File: src/rtl/bcd_serial_addsub.sv
// bcd_serial_addsub
//   Digit-serial packed-BCD adder/subtractor. One BCD digit is processed per
//   clock, least significant digit first. Subtraction is done as
//   A + (9's complement of B) + 1, so a borrow-free result leaves Cout=1 and a
//   negative result leaves the raw ten's complement in Sum with neg=1.
//
// Ports
//   clk    : rising-edge clock
//   rst    : asynchronous active-high reset
//   start  : begin an operation (sampled when not busy)
//   sub    : 0 = A+B, 1 = A-B (sampled with start)
//   A, B   : packed BCD operands, digit 0 in bits [3:0]
//   busy   : high while digits are being processed
//   done   : one-cycle pulse when Sum/Cout/neg/err are valid
//   Sum    : packed BCD result
//   Cout   : decimal carry out of the top digit (no-borrow flag in sub mode)
//   neg    : subtraction result negative
//   err    : an operand digit was greater than 9
//
// state  | meaning
// -------+----------------------------------------------------------
// S_IDLE | waiting for start, outputs hold last result
// S_RUN  | one digit per clock, digit index counts up from 0
// S_DONE | result valid for one cycle, start here chains a new op

module bcd_serial_addsub #(
    parameter int DIGITS = 3
) (
    input  logic                  clk,
    input  logic                  rst,
    input  logic                  start,
    input  logic                  sub,
    input  logic [4*DIGITS-1:0]   A,
    input  logic [4*DIGITS-1:0]   B,
    output logic                  busy,
    output logic                  done,
    output logic [4*DIGITS-1:0]   Sum,
    output logic                  Cout,
    output logic                  neg,
    output logic                  err
);

    localparam int W     = 4 * DIGITS;
    localparam int IDX_W = (DIGITS > 1) ? $clog2(DIGITS) : 1;
    localparam logic [IDX_W-1:0] LAST_IDX = IDX_W'(DIGITS - 1);

    typedef enum logic [1:0] {
        S_IDLE = 2'd0,
        S_RUN  = 2'd1,
        S_DONE = 2'd2
    } state_t;

    state_t             state_q, state_d;
    logic [W-1:0]       a_q, a_d;
    logic [W-1:0]       b_q, b_d;
    logic [W-1:0]       sum_q, sum_d;
    logic [IDX_W-1:0]   idx_q, idx_d;
    logic               sub_q, sub_d;
    logic               carry_q, carry_d;
    logic               cout_q, cout_d;
    logic               neg_q, neg_d;
    logic               err_q, err_d;

    logic [3:0]         a_dig;
    logic [3:0]         b_dig;
    logic [3:0]         b_eff;
    logic [4:0]         raw;
    logic [3:0]         dig;
    logic               carry_nx;
    logic               bad_opnd;

    // Any non-BCD nibble in the captured operands poisons the whole result.
    always_comb begin
        bad_opnd = 1'b0;
        for (int i = 0; i < DIGITS; i++) begin
            if ((a_q[4*i +: 4] > 4'd9) || (b_q[4*i +: 4] > 4'd9)) begin
                bad_opnd = 1'b1;
            end
        end
    end

    // Single-digit BCD add. raw tops out at 31 even for bad digits, so 5 bits
    // suffice; adding 6 in 4 bits yields the corrected low nibble directly.
    always_comb begin
        a_dig = a_q[4*idx_q +: 4];
        b_dig = b_q[4*idx_q +: 4];
        b_eff = sub_q ? (4'd9 - b_dig) : b_dig;
        raw   = {1'b0, a_dig} + {1'b0, b_eff} + {4'b0000, carry_q};
        if (raw > 5'd9) begin
            dig      = raw[3:0] + 4'd6;
            carry_nx = 1'b1;
        end else begin
            dig      = raw[3:0];
            carry_nx = 1'b0;
        end
    end

    always_comb begin
        state_d = state_q;
        a_d     = a_q;
        b_d     = b_q;
        sub_d   = sub_q;
        idx_d   = idx_q;
        carry_d = carry_q;
        sum_d   = sum_q;
        cout_d  = cout_q;
        neg_d   = neg_q;
        err_d   = err_q;

        case (state_q)
            S_IDLE, S_DONE: begin
                if (start) begin
                    state_d = S_RUN;
                    a_d     = A;
                    b_d     = B;
                    sub_d   = sub;
                    idx_d   = '0;
                    carry_d = sub;
                    sum_d   = '0;
                end else begin
                    state_d = S_IDLE;
                end
            end
            S_RUN: begin
                sum_d[4*idx_q +: 4] = bad_opnd ? 4'd0 : dig;
                carry_d = carry_nx;
                idx_d   = idx_q + IDX_W'(1);
                if (idx_q == LAST_IDX) begin
                    state_d = S_DONE;
                    cout_d  = carry_nx & ~bad_opnd;
                    neg_d   = sub_q & ~carry_nx & ~bad_opnd;
                    err_d   = bad_opnd;
                end
            end
            default: begin
                state_d = S_IDLE;
            end
        endcase
    end

    always_ff @(posedge clk or posedge rst) begin
        if (rst) begin
            state_q <= S_IDLE;
            a_q     <= '0;
            b_q     <= '0;
            sub_q   <= 1'b0;
            idx_q   <= '0;
            carry_q <= 1'b0;
            sum_q   <= '0;
            cout_q  <= 1'b0;
            neg_q   <= 1'b0;
            err_q   <= 1'b0;
        end else begin
            state_q <= state_d;
            a_q     <= a_d;
            b_q     <= b_d;
            sub_q   <= sub_d;
            idx_q   <= idx_d;
            carry_q <= carry_d;
            sum_q   <= sum_d;
            cout_q  <= cout_d;
            neg_q   <= neg_d;
            err_q   <= err_d;
        end
    end

    assign busy = (state_q == S_RUN);
    assign done = (state_q == S_DONE);
    assign Sum  = sum_q;
    assign Cout = cout_q;
    assign neg  = neg_q;
    assign err  = err_q;

endmodule
File: config.mk
export PLATFORM = sky130hd
export DESIGN_NAME = bcd_serial_addsub
export DESIGN_NICKNAME = d
export VERILOG_FILES = /design/src/rtl/bcd_serial_addsub.sv
export SDC_FILE = /design/constraint.sdc
export NUM_CORES = 1
export LEC_CHECK = 0
export CAP_MARGIN = 20
export CELL_PAD_IN_SITES_DETAIL_PLACEMENT = 0
export CELL_PAD_IN_SITES_GLOBAL_PLACEMENT = 1
export CORE_ASPECT_RATIO = 0.6
export CORE_MARGIN = 8
export CORE_UTILIZATION = 36
export CTS_CLUSTER_DIAMETER = 200
export DETAILED_ROUTE_END_ITERATION = 12
export PLACE_DENSITY = 0.78
export SYNTH_ARGS = -nofsm -noshare
export SYNTH_HDL_FRONTEND = slang
export SYNTH_SLANG_ARGS = --single-unit
File: constraint.sdc
create_clock -name clk -period 3.3 [get_ports clk]
set_clock_uncertainty 0.1 [all_clocks]
set_input_delay 0.33 -clock clk [delete_from_list [all_inputs] [get_ports clk]]
set_output_delay 0.33 -clock clk [all_outputs]
set_load 0.05 [all_outputs]
==> results.tsv <==
metric	value	unit
outcome	completed	
vias	1710	
num-fill-cells	556	
grt_remaining_overflow	0	
stdcell_area	3080	sq um
final_layout_size_suffix_gt1_share	25.8	%
finalWorstPathRequiredPeriod	3.21	ns
cp.arrival	3.34	ns
postCtsHoldBufs	0	
initial_utilization	37.1	%
share_of_the_synthesized_area_in_the_top_cell_type	49.9	%
worst_hold_slack	0.251	ns
rr_worst_depth	13	
worst_path_most_repeated_cell	sky130_fd_sc_hd__ha_1	
detail_route.wirelength	5220	um
final.setup.worst_slack	0.0945	ns
cts.reportedPaths.clkPinSlew	0.09	ns
syn-mean-instance-area	11.2	sq um
multi_input_comb_area	1150	sq um
timing.setup.critical_path_class	flop to flop	
post-place-ws	-0.0483	ns
synth-edff-count	0	
grt_max_degree	32	
drcViolationCount	0	
antenna_left	0	
tritoncts	done	
timing.final.hold_violations	0	
fmax	0.312	GHz
tightest_slew	0.668	ns
sequential_fraction_of_the_synthesis_area	49.9	%
worstSetupEndpointType	flop	
slowest_delay	0.41	ns
cts.sink_count	45	
slew_headroom	55.2	%
place.detailed.hpwl	4030	um
grt.total_usage	11.8	%
synth_cells	201	
drt_iter0_drc	84	
grt_pass1_wl	8940	um
worstPathRequired	3.43	ns
cts-buffers-inserted	5	
holdCritPathClass	input pin to asynchronous set/reset pin	
critical_path.max_fanout	5	
drt_first_pass_iters	4	
finalCritPeriodShare	97.1	%
die_area	9140	sq um
netlist_area	2260	sq um
place_area	2850	sq um
die_height	77.3	um
synth.distinct_cells	30	
grt_setup_unrepaired	true	
cp_cell_sequence	buf_6 -> mux2i_4 -> nor2_2 -> a21oi_2 -> ha_1 -> inv_1 -> mux2i_1 -> ha_1 -> a21o_1 -> or3_4 -> a31oi_4 -> mux2_4 -> o21ai_1	
grt_pass1_vias	1841	
row_count	22	
synth-async-reset-ratio	100	%
synth_ff_type	sky130_fd_sc_hd__dfrtp_1	
port-buffer-count	44	
syn_nets	240	
post_drt_wl_per_cell	15.0	um
maxcap_violations	0	
finalMaxSlewViolations	0	
clock_path_buffers	2	
layout.area.seq	1130	sq um
num_io_pins	45	
area.growth.synth_to_final	36.4	%
cts.root.buffer_cell	sky130_fd_sc_hd__clkbuf_8	
cp_slowest_cell	sky130_fd_sc_hd__dfrtp_2	
place_congestion	0.817	
final-setup-viol-count	0	
finalNetCount	302	
chipWidth	118	um
startpoint_type	flop	
ys_seq_elements	45	
diodes	0	
synthesis.yosys.warnings	0	
antenna_found_initial	0	
cts_htree_levels	2	
post-synth-top-area-cell	sky130_fd_sc_hd__dfrtp_1	
core_area	6080	sq um
vias_per_cell	4.91	
insertion_delay_to_the_later_sink_of_the_worst_skew_pair	0.30	ns
netlist_top_cells_area	sky130_fd_sc_hd__dfrtp_1, sky130_fd_sc_hd__mux2_2, sky130_fd_sc_hd__ha_1	
cell usage after synthesis, drive strengths merged, types with 4 or more instances:
master   n
nand2   23
o21ai   20
nor3     4
inv      9
mux2i   10
mux2    26
clkbuf   5
dfrtp   45
nor2    10
ha       9
a22o     4
a21oi    9
what timing repair did:
action / in CTS / in global routing
pin swaps: 1 / 7
endpoints found under the setup margin: 3 / 12
cloned: 0 / 0
setup buffers: 0 / 7
hold endpoints to repair: 0 / 0
gates resized for setup: 6 / 15
layout by cell type (no fill, tap or decap), types with 3 or more instances in the layout:
cell type	n
sky130_fd_sc_hd__a32o_1	3
sky130_fd_sc_hd__clkbuf_8	6
sky130_fd_sc_hd__nand2_1	23
sky130_fd_sc_hd__clkdlybuf4s50_1	44
sky130_fd_sc_hd__ha_1	9
sky130_fd_sc_hd__inv_1	8
sky130_fd_sc_hd__a22o_1	4
sky130_fd_sc_hd__buf_4	15
sky130_fd_sc_hd__mux2i_1	9
sky130_fd_sc_hd__a21oi_2	3
sky130_fd_sc_hd__a21oi_1	6
sky130_fd_sc_hd__nor2_1	8
sky130_fd_sc_hd__mux2_2	25
sky130_fd_sc_hd__o21ai_0	16
sky130_fd_sc_hd__nor3_1	4
sky130_fd_sc_hd__dfrtp_1	44
sky130_fd_sc_hd__a21o_1	3
path summary, 6_finish.rpt:
| kind | slack (ns) | endpoint | start |
|---|---|---|---|
| max | 0.09 | Sum[2] | idx_q[1] |
| min | 0.25 | b_q[11] | rst |
| max reg2reg | 0.09 | Sum[2] | idx_q[1] |
| min reg2reg | 0.38 | err | err |
| max in group asynchronous | 2.09 | idx_q[1] | rst |
| min in group clk | 0.38 | err | err |
worst max-delay path: cells and delay by family (launching register included):
kind                     cells  cell delay (ns)
AO/OA/AOI/OAI                4             0.71
adder cells (fa/ha/maj)      2             0.59
buffers and inverters        2             0.19
flip-flops                   1             0.41
multiplexers                 3             0.68
AND/OR/NAND/NOR              2             0.44
flip-flops by register name, summed over array words and instances (netlist names):
signal and count:
neg 1, Cout 1, err 1, a_q 12
state_q 2, carry_q 1, Sum 12, idx_q 2
sub_q 1, b_q 12
layout make-up:
class	instances	share of cell area [%]
clock inverter	2	0.447
multi-input combinational	141	37.3
clock buffer	6	2.68
sequential	45	36.6
timing repair buffer	60	18.3
inverter	10	1.22
tap	84	3.41
layer usage:
layer / GRT usage (%) / up-vias / share of wire (%)
li1: - / 836 / -
met1: 15.9 / 825 / 50
met2: 18.0 / 44 / 42
met3: 3.97 / 5 / 6.6
met4: 2.67 / 0 / 0.65
met5: 0 / - / 0
metrics by stage:
| step | util [%] | instances | setup TNS, ns |
|---|---|---|---|
| final | 50.6 | 348 | 0 |
| after global routing | 50.6 | 348 | -0.129 |
| after CTS | 48.9 | 341 | 0 |
| after detailed placement | 46.9 | 333 | -0.0884 |
| after global placement | 46.9 | 333 | 0 |
| after floorplan | - | 201 | 0 |
kinds of logic (layout without fill, tap and decap cells):
family                   Yosys count  count (layout)  share of synthesized area [%]
AO/OA/AOI/OAI                     45              45                           13.0
flip-flops                        45              45                           49.9
AND/OR/NAND/NOR                   45              45                           8.87
multiplexers                      36              36                           17.4
buffers and inverters             15              78                           2.49
adder cells (fa/ha/maj)           11              11                           6.76
XOR/XNOR                           4               4                           1.55
Power is not shown: default switching activity piles up to over one toggle a cycle in this logic, so the estimate is an artifact.
